===== src/rtl/pcs_context_stack.sv =====
// Hardware interrupt context stack: pushes a packed register frame on every ack,
// restores the top frame ahead of mret and pops it on interrupt exit.
module pcs_context_stack #(
  parameter int NrSavedRegs   = 18,
  parameter int DataWidth     = 32,
  parameter int IrqLevelWidth = 8,
  parameter int Depth         = 4
) (
  input  logic                                 clk_i,
  input  logic                                 rst_ni,
  input  logic [IrqLevelWidth-1:0]             irq_level_i,
  input  logic                                 irq_ack_i,
  input  logic                                 irq_exit_i,
  input  logic                                 next_mret_i,
  input  logic [NrSavedRegs*DataWidth-1:0]     store_data_i,
  output logic [NrSavedRegs*DataWidth-1:0]     restore_data_o,
  output logic                                 restore_en_o,
  output logic [IrqLevelWidth-1:0]             top_level_o,
  output logic [$clog2(Depth+1)-1:0]           depth_o,
  output logic                                 overflow_o,
  output logic                                 underflow_o
);

  localparam int FrameW = NrSavedRegs * DataWidth;
  localparam int SpW    = $clog2(Depth + 1);
  localparam int AddrW  = $clog2(Depth);

  typedef enum logic [1:0] {
    ST_IDLE,
    ST_READ,
    ST_RESTORE,
    ST_ARMED
  } state_e;

  state_e                   r_state;
  state_e                   w_next_state;
  logic [SpW-1:0]           r_sp;
  logic [IrqLevelWidth-1:0] r_top_level;
  logic                     r_overflow;
  logic                     r_underflow;
  logic [FrameW-1:0]        r_restore_data;
  logic [AddrW-1:0]         r_rd_addr;
  logic [FrameW-1:0]        r_mem [Depth];
  logic [IrqLevelWidth-1:0] r_lvl [Depth];

  logic             w_full;
  logic             w_empty;
  logic             w_push;
  logic             w_overwrite;
  logic             w_pop;
  logic             w_wr_en;
  logic [AddrW-1:0] w_wr_addr;
  logic [AddrW-1:0] w_top_addr;
  logic [AddrW-1:0] w_below_addr;
  logic             w_start;
  logic             w_restore_en;

  assign w_full       = (r_sp == SpW'(Depth));
  assign w_empty      = (r_sp == '0);
  assign w_top_addr   = AddrW'(r_sp - SpW'(1));
  assign w_below_addr = AddrW'(r_sp - SpW'(2));
  // Ack together with exit is a tail-chain: the new frame replaces the top one.
  // On an empty stack it degenerates into a plain push.
  assign w_push       = irq_ack_i && (!irq_exit_i || w_empty) && !w_full;
  assign w_overwrite  = irq_ack_i && irq_exit_i && !w_empty;
  assign w_pop        = irq_exit_i && !irq_ack_i && !w_empty;
  assign w_wr_en      = w_push || w_overwrite;
  assign w_wr_addr    = w_overwrite ? w_top_addr : AddrW'(r_sp);
  assign w_start      = (r_state == ST_IDLE) && next_mret_i && !w_empty
                        && !irq_ack_i && !irq_exit_i;

  always_ff @(posedge clk_i) begin
    if (w_wr_en) begin
      r_mem[w_wr_addr] <= store_data_i;
      r_lvl[w_wr_addr] <= irq_level_i;
    end
  end

  always_ff @(posedge clk_i or negedge rst_ni) begin
    if (!rst_ni) begin
      r_sp        <= '0;
      r_top_level <= '0;
      r_overflow  <= 1'b0;
      r_underflow <= 1'b0;
    end else begin
      if (w_push) begin
        r_sp        <= r_sp + SpW'(1);
        r_top_level <= irq_level_i;
      end else if (w_overwrite) begin
        r_top_level <= irq_level_i;
      end else if (w_pop) begin
        r_sp        <= r_sp - SpW'(1);
        r_top_level <= (r_sp == SpW'(1)) ? '0 : r_lvl[w_below_addr];
      end
      if (irq_ack_i && !irq_exit_i && w_full) r_overflow <= 1'b1;
      if (irq_exit_i && w_empty) r_underflow <= 1'b1;
    end
  end

  // Two-stage read: address captured when the restore starts, data registered in READ.
  always_ff @(posedge clk_i or negedge rst_ni) begin
    if (!rst_ni) begin
      r_rd_addr      <= '0;
      r_restore_data <= '0;
    end else begin
      if (w_start) r_rd_addr <= w_top_addr;
      if (r_state == ST_READ) r_restore_data <= r_mem[r_rd_addr];
    end
  end

  always_ff @(posedge clk_i or negedge rst_ni) begin
    if (!rst_ni) r_state <= ST_IDLE;
    else         r_state <= w_next_state;
  end

  always_comb begin
    w_next_state = r_state;
    case (r_state)
      ST_IDLE:    if (w_start) w_next_state = ST_READ;
      ST_READ:    w_next_state = ST_RESTORE;
      ST_RESTORE: w_next_state = ST_ARMED;
      ST_ARMED:   w_next_state = ST_ARMED;
      default:    w_next_state = ST_IDLE;
    endcase
    // Preemption or an exit abandons any restore in flight.
    if (r_state != ST_IDLE && (irq_ack_i || irq_exit_i)) w_next_state = ST_IDLE;
  end

  always_comb begin
    w_restore_en = 1'b0;
    if (r_state == ST_RESTORE) w_restore_en = 1'b1;
  end

  assign restore_data_o = r_restore_data;
  assign restore_en_o   = w_restore_en;
  assign top_level_o    = r_top_level;
  assign depth_o        = r_sp;
  assign overflow_o     = r_overflow;
  assign underflow_o    = r_underflow;

endmodule


===== config.mk =====
export PLATFORM = sky130hd
export DESIGN_NAME = pcs_context_stack
export DESIGN_NICKNAME = d
export VERILOG_FILES = /design/src/rtl/pcs_context_stack.sv
export SDC_FILE = /design/constraint.sdc
export NUM_CORES = 2
export LEC_CHECK = 0
export CORE_ASPECT_RATIO = 1.1
export CORE_MARGIN = 4
export CORE_UTILIZATION = 25
export CTS_CLUSTER_DIAMETER = 60
export DETAILED_ROUTE_END_ITERATION = 8
export SKIP_CTS_REPAIR_TIMING = 1
export SYNTH_ARGS = -nofsm -noshare
export SYNTH_HDL_FRONTEND = slang
export SYNTH_SLANG_ARGS = --single-unit

===== constraint.sdc =====
create_clock -name clk_i -period 65.7 [get_ports clk_i]
set_clock_uncertainty 0.05 [all_clocks]
set_input_delay 6.57 -clock clk_i [delete_from_list [all_inputs] [get_ports clk_i]]
set_output_delay 6.57 -clock clk_i [all_outputs]
set_load 0.01 [all_outputs]

==> run metrics <==
WHS Path Cells=2; CP most frequent cell=buf_4; area taken by flip-flops and latches=between 80,000 and 90,000 µm²; GRT busiest layer=met2; Cell Area, Synth=~110,000 µm²; Num CTS Buffers=312; clk buf depth=4; ys async rst share=0.202; layout cells sized above 1=0.160; met3 Use GR=0.0285; Ports=1,179; MaxCap Viol Count=0; Worst-path clk slew=60 ps; class of the most critical setup path=primary input to flop; post-DP HPWL=roughly 200,000 µm; RSZ-0062 raised after global routing=false; top cells by count, synth=edfxtp_1, nand2_1, dfrtp_1, mux4_2, buf_2; clk_lat worst skew=roughly 890 ps; total negative setup slack=0 ps; critical path launch point=irq_ack_i; largest net degree at the start of global routing=~160; CP Depth=10; vias in the first global route=around 58,000; DR pass1 iterations=8; Most used DFF post-synth=edfxtp_1; top-area cell type share of the netlist area=0.657; post-route minimum period=12,420 ps; initial drt markers=between 3,000 and 4,000; Netlist cell types=33; critical-path cell list=clkdlybuf4s50_1 -> and3_1 -> nand3_1 -> a21oi_4 -> buf_4 -> buf_4 -> buf_4 -> buf_4 -> buf_4 -> buf_4; I/O Buffers=1,178; met1 usage=0.151; CTS tree=yes; slowest stage delay, CP=~950 ps; Data required, critical path=66,150 ps; fin. max-slew vios=0; sequential share of the synthesized area=0.796; number of synthesized flops with an enable pin=2,336; full die area=437,000 µm²; HP Class=flop to flop; failing checks=DRC; fin crit share=0.189; Worst Setup EP=r_mem[1][272]$_DFFE_PP_; gr usage total=0.129; wire per inst=around 23 µm; Rel. slew slack=0.218; FILL cells=between 40,000 and 50,000; CTS Sinks=2,929; f_max=0.0805 GHz; nets=7,507; Vias=55,300; critical path's top delay family=buffers and inverters; Post-Syn Instances=roughly 5,600; r2r worst-path depth=12; met2 Use GR=0.232; flops & latches, synth=roughly 2,900; Area Growth Syn to Fin=26.7%; Max Fanout on Critical Path=between 60 and 70; synthesized area per cell=between 15 and 20 µm²; H-tree levels=5; Synth warnings=0; Final Hold Fails=0; Power Density=between 40 and 50 nW/µm²; slowest CP cell=buf_4; r2r endpoint=r_mem[1][272]$_DFFE_PP_; Via density=between 4 and 5; root buf cell=clkbuf_16; overall die width=about 630 µm; LEAKAGE=between 40 and 50 nW; CP bufs+invs=7; core region area=about 420,000 µm²; Multi-input gate area=20,200 µm²; Final Cell Area=~140,000 µm²; Worst-Margin Slew=about 1200 ps; run status=complete, but fails checks; R2R Path Start=depth_o[0]$_DFFE_PN0P_; initial antenna violation count=approximately 120; remaining global-route overflow=0; synthesized net count=~6,000; Remaining DRCs=1; startpoint types=primary input; final WL=about 290,000 µm; setup violators final=0; first-pass GRT wire length=roughly 420,000 µm; CP Capture Type=flop; main area contributors after synthesis=edfxtp_1, dfrtp_1, mux4_2; standard-cell row count=approximately 250; cell taking the most area after synthesis=edfxtp_1; worst reg2reg setup slack=between 50,000 and 60,000 ps; ANT nets after route=0; CP Data Arrival Time=~13,000 ps; post-place instance area=roughly 120,000 µm²; top-count cell post-synth=edfxtp_1; RePlAce Congestion=approximately 0.8; Worst VDD drop=0.0000292 V; Die Y=between 600 and 700 µm; Initial Util=0.251
-- registers in the layout, indices dropped and copies added (netlist names) --
signal and flops:
restore_data_o 576, r_state 2, overflow_o 1, underflow_o 1, r_rd_addr 2, depth_o 3, r_lvl 32, r_mem 2304
top_level_o 8
-- worst min path at each step --
stage / start / endpoint / slack (ps)
6_report: restore_data_o[143]$_DFFE_PN0N_ / restore_data_o[143]$_DFFE_PN0N_ / 420
5_1_grt: restore_data_o[132]$_DFFE_PN0N_ / restore_data_o[132]$_DFFE_PN0N_ / 440
3_5_place_dp: restore_data_o[458]$_DFFE_PN0N_ / restore_data_o[458]$_DFFE_PN0N_ / 410
4_1_cts: restore_data_o[458]$_DFFE_PN0N_ / restore_data_o[458]$_DFFE_PN0N_ / 430
2_1_floorplan: r_state[1]$_DFFE_PN0P_ / r_state[0]$_DFFE_PN0P_ / 450
3_3_place_gp: overflow_o$_DFFE_PN0P_ / overflow_o$_DFFE_PN0P_ / 410
-- kinds of logic after synthesis --
family                   Yosys count  share of synthesized area
adder cells (fa/ha/maj)            4                   0.000469
flip-flops                      2929                      0.796
AND/OR/NAND/NOR                 1768                     0.0626
buffers and inverters            270                     0.0151
multiplexers                     585                      0.123
XOR/XNOR                           1                  0.0000821
AO/OA/AOI/OAI                     33                    0.00200
-- per-layer routing --
| layer | routed length, µm | share of wire | vias to the layer above |
|---|---|---|---|
| met4 | 10600 | 0.036 | 38 |
| met5 | 264 | 0.00090 | - |
| met3 | 17700 | 0.060 | 547 |
| met2 | 154000 | 0.53 | 1815 |
| li1 | - | - | 23800 |
| met1 | 110000 | 0.38 | 29100 |
-- layout by cell type, fill, tap and decap left out, types with 2 or more instances in the layout --
cell type and count:
edfxtp_1 2336, nand2_1 1734, clkdlybuf4s50_1 1177, dfrtp_1 591
mux4_2 584, clkbuf_16 321, buf_4 92, clkbuf_1 71
diode_2 57, clkinv_1 44, clkinv_2 41, bufinv_16 17
clkbuf_8 17, inv_6 14, nor2_1 13, clkinv_8 11
nand3_1 9, a21oi_1 9, clkinvlp_4 9, a22oi_1 8
clkinv_4 8, inv_8 8, clkinv_16 6, inv_1 5
buf_12 5, a21oi_4 4, ha_1 4, inv_16 4
o21ai_0 3, and3_1 2, nor2b_1 2, o211ai_1 2
dfrtp_4 2
-- power breakdown --
group / switching [mW] / total, mW / internal (mW) / leakage (nW)
clock: 0.734 / 1.73 / 0.997 / 4.96
combinational: 0.823 / 1.57 / 0.747 / 13.6
sequential: 0.197 / 2.71 / 2.51 / 28.8
-- stage by stage --
| step | setup slack (ps) | total power [mW] | utilization | std cells | hold WS, ps |
|---|---|---|---|---|---|
| 2_1_floorplan | 28740 | 3.99 | - | 5590 | 446 |
| 3_3_place_gp | 52240 | 4.33 | 0.294 | 12300 | 406 |
| 3_5_place_dp | 52290 | 4.36 | 0.294 | 12300 | 412 |
| 4_1_cts | 53300 | 6.11 | 0.318 | 12900 | 427 |
| 5_1_grt | 52940 | 6.30 | 0.318 | 12900 | 437 |
| 6_report | 53280 | 6.01 | 0.318 | 12900 | 421 |
-- final cells by class --
cell class                 count  share of cell area
sequential                  2929               0.628
clock inverter               162              0.0124
antenna                       57             0.00105
tap                         5692              0.0527
inverter                       5            0.000139
multi-input combinational   2391               0.149
timing repair buffer        1275              0.0931
clock buffer                 409              0.0631
-- worst min-delay path, cell delays in order, from the launching register on --
cell     delay [ps]
dfrtp_1         340
nand2_1          50
nand2_1          50
Power figures use the tool's default switching activity.
